File: config.mk
export PLATFORM = sky130hd
export DESIGN_NAME = regfile_sb
export DESIGN_NICKNAME = d
export VERILOG_FILES = /design/src/rtl/regfile_pkg.sv /design/src/rtl/regfile_sb_popcnt.sv /design/src/rtl/regfile_sb.sv
export SDC_FILE = /design/constraint.sdc
export NUM_CORES = 2
export LEC_CHECK = 0
export ABC_AREA = 0
export ABC_CLOCK_PERIOD_IN_PS = 7300
export CAP_MARGIN = 30
export CELL_PAD_IN_SITES_DETAIL_PLACEMENT = 1
export CELL_PAD_IN_SITES_GLOBAL_PLACEMENT = 2
export CORE_MARGIN = 2
export CORE_UTILIZATION = 40
export DETAILED_ROUTE_END_ITERATION = 8
export DONT_BUFFER_PORTS = 1
export MAX_ROUTING_LAYER = met4
export PLACE_DENSITY_LB_ADDON = 0.1
export SLEW_MARGIN = 20
export SYNTH_ARGS = -nofsm -noshare
export SYNTH_HDL_FRONTEND = slang
export SYNTH_SLANG_ARGS = --single-unit
export TNS_END_PERCENT = 50
File: constraint.sdc
create_clock -name clk -period 7.3 [get_ports clk]
set_input_delay 0.73 -clock clk [delete_from_list [all_inputs] [get_ports clk]]
set_output_delay 0.73 -clock clk [all_outputs]
set_load 0.05 [all_outputs]
File: src/rtl/regfile_pkg.sv
// Shared constants and the write-port record for the scoreboarded register file.
package regfile_pkg;

  localparam int RF_DATA_W = 32;
  localparam int RF_ADDR_W = 5;
  localparam int RF_NUM_RD = 2;

  typedef struct packed {
    logic                 we;
    logic [RF_ADDR_W-1:0] addr;
    logic [RF_DATA_W-1:0] data;
  } wr_port_t;

endpackage

File: src/rtl/regfile_sb_popcnt.sv
// Population count of the pending-register vector.
module regfile_sb_popcnt #(
  parameter int W  = 32,
  parameter int CW = 6
) (
  input  logic [W-1:0]  bits,
  output logic [CW-1:0] count
);

  always_comb begin
    count = '0;
    for (int i = 0; i < W; i++) begin
      count = count + CW'(bits[i]);
    end
  end

endmodule

File: src/rtl/regfile_sb.sv
// Register file with a pending-bit scoreboard, two write ports and NUM_RD read ports.
// Optional feature: define REGFILE_SB_BYPASS_EN to forward same-cycle writes to readers.
module regfile_sb
  import regfile_pkg::*;
#(
  parameter int DATA_W = RF_DATA_W,
  parameter int ADDR_W = RF_ADDR_W,
  parameter int NUM_RD = RF_NUM_RD
) (
  input  logic                     clk,
  input  logic                     reset_n,
  input  logic [NUM_RD-1:0]        rd_en,
  input  logic [NUM_RD*ADDR_W-1:0] rd_addr,
  output logic [NUM_RD*DATA_W-1:0] rd_data,
  output logic [NUM_RD-1:0]        rd_busy,
  input  logic                     we0,
  input  logic [ADDR_W-1:0]        waddr0,
  input  logic [DATA_W-1:0]        wdata0,
  input  logic                     we1,
  input  logic [ADDR_W-1:0]        waddr1,
  input  logic [DATA_W-1:0]        wdata1,
  input  logic                     iss_en,
  input  logic [ADDR_W-1:0]        iss_addr,
  output logic [ADDR_W:0]          pend_cnt
);

  localparam int DEPTH = 2**ADDR_W;

  logic [DATA_W-1:0] mem_reg [DEPTH];
  logic [DEPTH-1:0]  pend_reg;
  logic [DEPTH-1:0]  pend_next;
  logic [DEPTH-1:0]  wr0_hit;
  logic [DEPTH-1:0]  wr1_hit;
  logic [DEPTH-1:0]  iss_hit;
  logic [ADDR_W:0]   pend_cnt_next;
  logic [ADDR_W:0]   pend_cnt_reg;

  // Bit 0 of every hit vector stays low, so register 0 is never written or pending.
  always_comb begin
    wr0_hit = '0;
    wr1_hit = '0;
    iss_hit = '0;
    for (int i = 1; i < DEPTH; i++) begin
      wr0_hit[i] = we0    && (waddr0   == ADDR_W'(i));
      wr1_hit[i] = we1    && (waddr1   == ADDR_W'(i));
      iss_hit[i] = iss_en && (iss_addr == ADDR_W'(i));
    end
  end

  // A same-cycle issue re-arms the bit after the write clears it (new producer).
  assign pend_next = (pend_reg & ~(wr0_hit | wr1_hit)) | iss_hit;

  always_ff @(posedge clk or negedge reset_n) begin
    if (!reset_n) begin
      for (int i = 0; i < DEPTH; i++) begin
        mem_reg[i] <= '0;
      end
    end else begin
      for (int i = 1; i < DEPTH; i++) begin
        if (wr1_hit[i]) begin
          mem_reg[i] <= wdata1;
        end else if (wr0_hit[i]) begin
          mem_reg[i] <= wdata0;
        end
      end
    end
  end

  always_ff @(posedge clk or negedge reset_n) begin
    if (!reset_n) begin
      pend_reg     <= '0;
      pend_cnt_reg <= '0;
    end else begin
      pend_reg     <= pend_next;
      pend_cnt_reg <= pend_cnt_next;
    end
  end

  regfile_sb_popcnt #(
    .W  (DEPTH),
    .CW (ADDR_W + 1)
  ) u_popcnt (
    .bits  (pend_next),
    .count (pend_cnt_next)
  );

  assign pend_cnt = pend_cnt_reg;

  for (genvar gi = 0; gi < NUM_RD; gi++) begin : g_rd
    logic [ADDR_W-1:0] addr;
    logic [DATA_W-1:0] data_next;
    logic [DATA_W-1:0] data_reg;
    logic              busy_next;
    logic              busy_reg;

    assign addr = rd_addr[gi*ADDR_W +: ADDR_W];

    always_comb begin
      data_next = mem_reg[addr];
      busy_next = pend_reg[addr];
`ifdef REGFILE_SB_BYPASS_EN
      if (wr1_hit[addr]) begin
        data_next = wdata1;
        busy_next = iss_hit[addr];
      end else if (wr0_hit[addr]) begin
        data_next = wdata0;
        busy_next = iss_hit[addr];
      end
`endif
      if (!rd_en[gi]) begin
        data_next = '0;
        busy_next = 1'b0;
      end
    end

    always_ff @(posedge clk or negedge reset_n) begin
      if (!reset_n) begin
        data_reg <= '0;
        busy_reg <= 1'b0;
      end else begin
        data_reg <= data_next;
        busy_reg <= busy_next;
      end
    end

    assign rd_data[gi*DATA_W +: DATA_W] = data_reg;
    assign rd_busy[gi]                  = busy_reg;
  end

endmodule
==> metrics <==
outcome complete, no violations; fin crit share roughly four fifths; DR pass1 iterations 7; global-route wire length before repair 414500 um; Final Critical Period 5.944 ns; initial DRC count approximately 5200; final core utilization between 40 and 50%; number of global-route vias before repair ~54000; Row Count 149; slew of the pin with the lowest slew margin 1.072 ns; fin nets between 5000 and 6000; most frequent cells in the layout dfrtp_1 (1095), mux2i_1 (1082), nand2_1 (611); Yosys reg bits approximately 1100; post-synthesis compound-gate area fraction around an eighth; DRC 0; clk buf depth 3; Max Cap Viol 0; HP Class input pin to flip-flop; Synth Flop Type dfrtp_1; final WL 287700 um; Unique masters post-synth 55; die span in y a little over 400 um; Slew headroom 28.52%; commonest non-fill, non-tap cell in the layout dfrtp_1; WS Path Type input pin to flip-flop; Core Region 165200 um2; WP data arrival approximately 6.6 ns; TritonCTS Buffers 140; XOR/XNOR Fraction of Synth Area less than 1%; synthesis-to-layout area growth 9.601%; H-tree levels 4; share of layout cells above drive strength 1 15.78%; Buffers on Ports 0; Pwr Density 303.2 nW/um2; post-synthesis sequential area ratio 41.11%; Starting Density between 40% and 50%; WHS 0.05031 ns; Post-Synthesis Cells 6274; VDD IR-drop max 0.0009940 V; Mapped Area 66660 um2; Final Hold Fails 0; routed via count 52490; Final Power between 20 and 25 mW; I/O pins 168; Place WS a little under 0.6 ns; Largest register FFs 992; leakage 34.77 nW; Placed Instance Area ~68000 um2; async set or reset register ratio after synthesis 100.0%; post-route ant nets 0; CTS tree yes; Setup WS post-layout 1.356 ns; Synth Area per Inst 10.62 um2; Horiz. Die Dim 412.2 um; WP data required 7.98 ns; # clock sinks 1095; grt ovf 0; Post-synth EDFFs 0; cts repair resizes 0; Root Driver clkbuf_16; drt wl/cell between 30 and 40 um; pin count of the biggest net entering global routing 295; Worst setup SP type input pin; CP Capture Type flip-flop; critical path peak fanout 14; setup TNS 0 ns; Fin Clk Skew 0.02932 ns; Final setup viols 0; initial antenna violation count 7; DIE AREA 169900 um2; post-synthesis mux area share about a third; Syn Nets 6400; placed cells 7844; Synth Area in Simple Gates under 10%; clk_lat worst skew 0.80 ns; RSZ-0062 raised after global routing false; fin. max-slew vios 0; fin cells 8125; fmax 168.2 MHz; Final Cell Area 73060 um2; Vias per Instance 6.460; largest family of logic cells by synthesized area multiplexers; gr usage total 34.97%; CTS clock-pin slew for the worst setup and hold paths 0.06 ns; Detail Placement HPWL 156100 um; GP Congestion 0.8480; Synth Warn # 32; adder-cell area share of the yosys netlist 0.8222%
-- routing by layer --
metal	share of wire, %	up-vias	track usage, %
li1	-	21940	-
met1	44	28090	47.61
met2	46	2007	53.09
met3	7.1	455	6.359
met4	3.3	0	10.73
met5	0	-	-
-- repair_timing --
item / 4_1_cts / 5_1_grt
setup buffers: 0 / 0
hold buffers: 14 / 0
hold endpoints to repair: 184 / 0
-- area by class of cell --
type,count,area (um2)
Fill cell,17560,92120
Multi-Input combinational cell,4398,36320
Sequential cell,1095,27400
Clock buffer,211,4310
Tap cell,2189,2739
Timing Repair Buffer,143,1627
Clock inverter,42,490.5
Inverter,41,153.9
Antenna cell,6,15.01
-- path summary, 6_finish.rpt --
path	start	endpoint	slack [ns]	cells after the start
worst min register to register	mem_reg[31]	mem_reg[31]	0.57	2
max in group asynchronous	reset_n	mem_reg[796]	3.66	7
worst min-delay path	wdata1[12]	mem_reg[908]	0.05	2
min in group asynchronous	reset_n	mem_reg[840]	0.45	2
worst max-delay path	waddr1[1]	pend_cnt[4]	1.36	18
worst max register to register	pend_reg[24]	pend_cnt[4]	1.98	18
-- kinds of logic after synthesis --
| kind of cell | after synthesis |
|---|---|
| buffers and inverters | 781 |
| adder cells (fa/ha/maj) | 30 |
| multiplexers | 1577 |
| AND/OR/NAND/NOR | 1460 |
| AO/OA/AOI/OAI | 1329 |
| flip-flops | 1095 |
| XOR/XNOR | 2 |
-- worst max-delay path, cell delays in order --
cell	delay (ns)
nor4b_1	0.63
and2_4	0.45
inv_1	0.11
a32o_1	0.30
fa_1	0.53
inv_1	0.07
fa_1	0.50
fa_1	0.43
fa_1	0.48
fa_1	0.51
inv_1	0.06
fa_1	0.48
inv_1	0.05
fa_1	0.41
fa_1	0.48
o21ai_0	0.17
a21oi_1	0.10
xnor2_1	0.12
-- power breakdown --
group,total (mW),internal (mW),switching [mW]
clock network,7.36,4.42,2.94
logic,5.65,3.15,2.50
registers,9.14,7.67,1.47
-- Yosys cell counts (all sizes together), types with 36 or more instances --
library cell | instances | area share [%]
inv | 41 | 0.23
dfrtp | 1095 | 41
buf | 251 | 2.1
o21a | 36 | 0.41
nor2 | 529 | 3.0
nand2 | 654 | 3.7
clkbuf | 489 | 2.8
mux4 | 429 | 14
nor3 | 71 | 0.54
o21ai | 492 | 3.7
a31oi | 41 | 0.38
mux2i | 1082 | 16
a221oi | 66 | 0.91
nor2b | 113 | 1.1
a21oi | 506 | 3.8
mux2 | 66 | 1.2
Note: power is estimated with default switching activity, not from simulation.
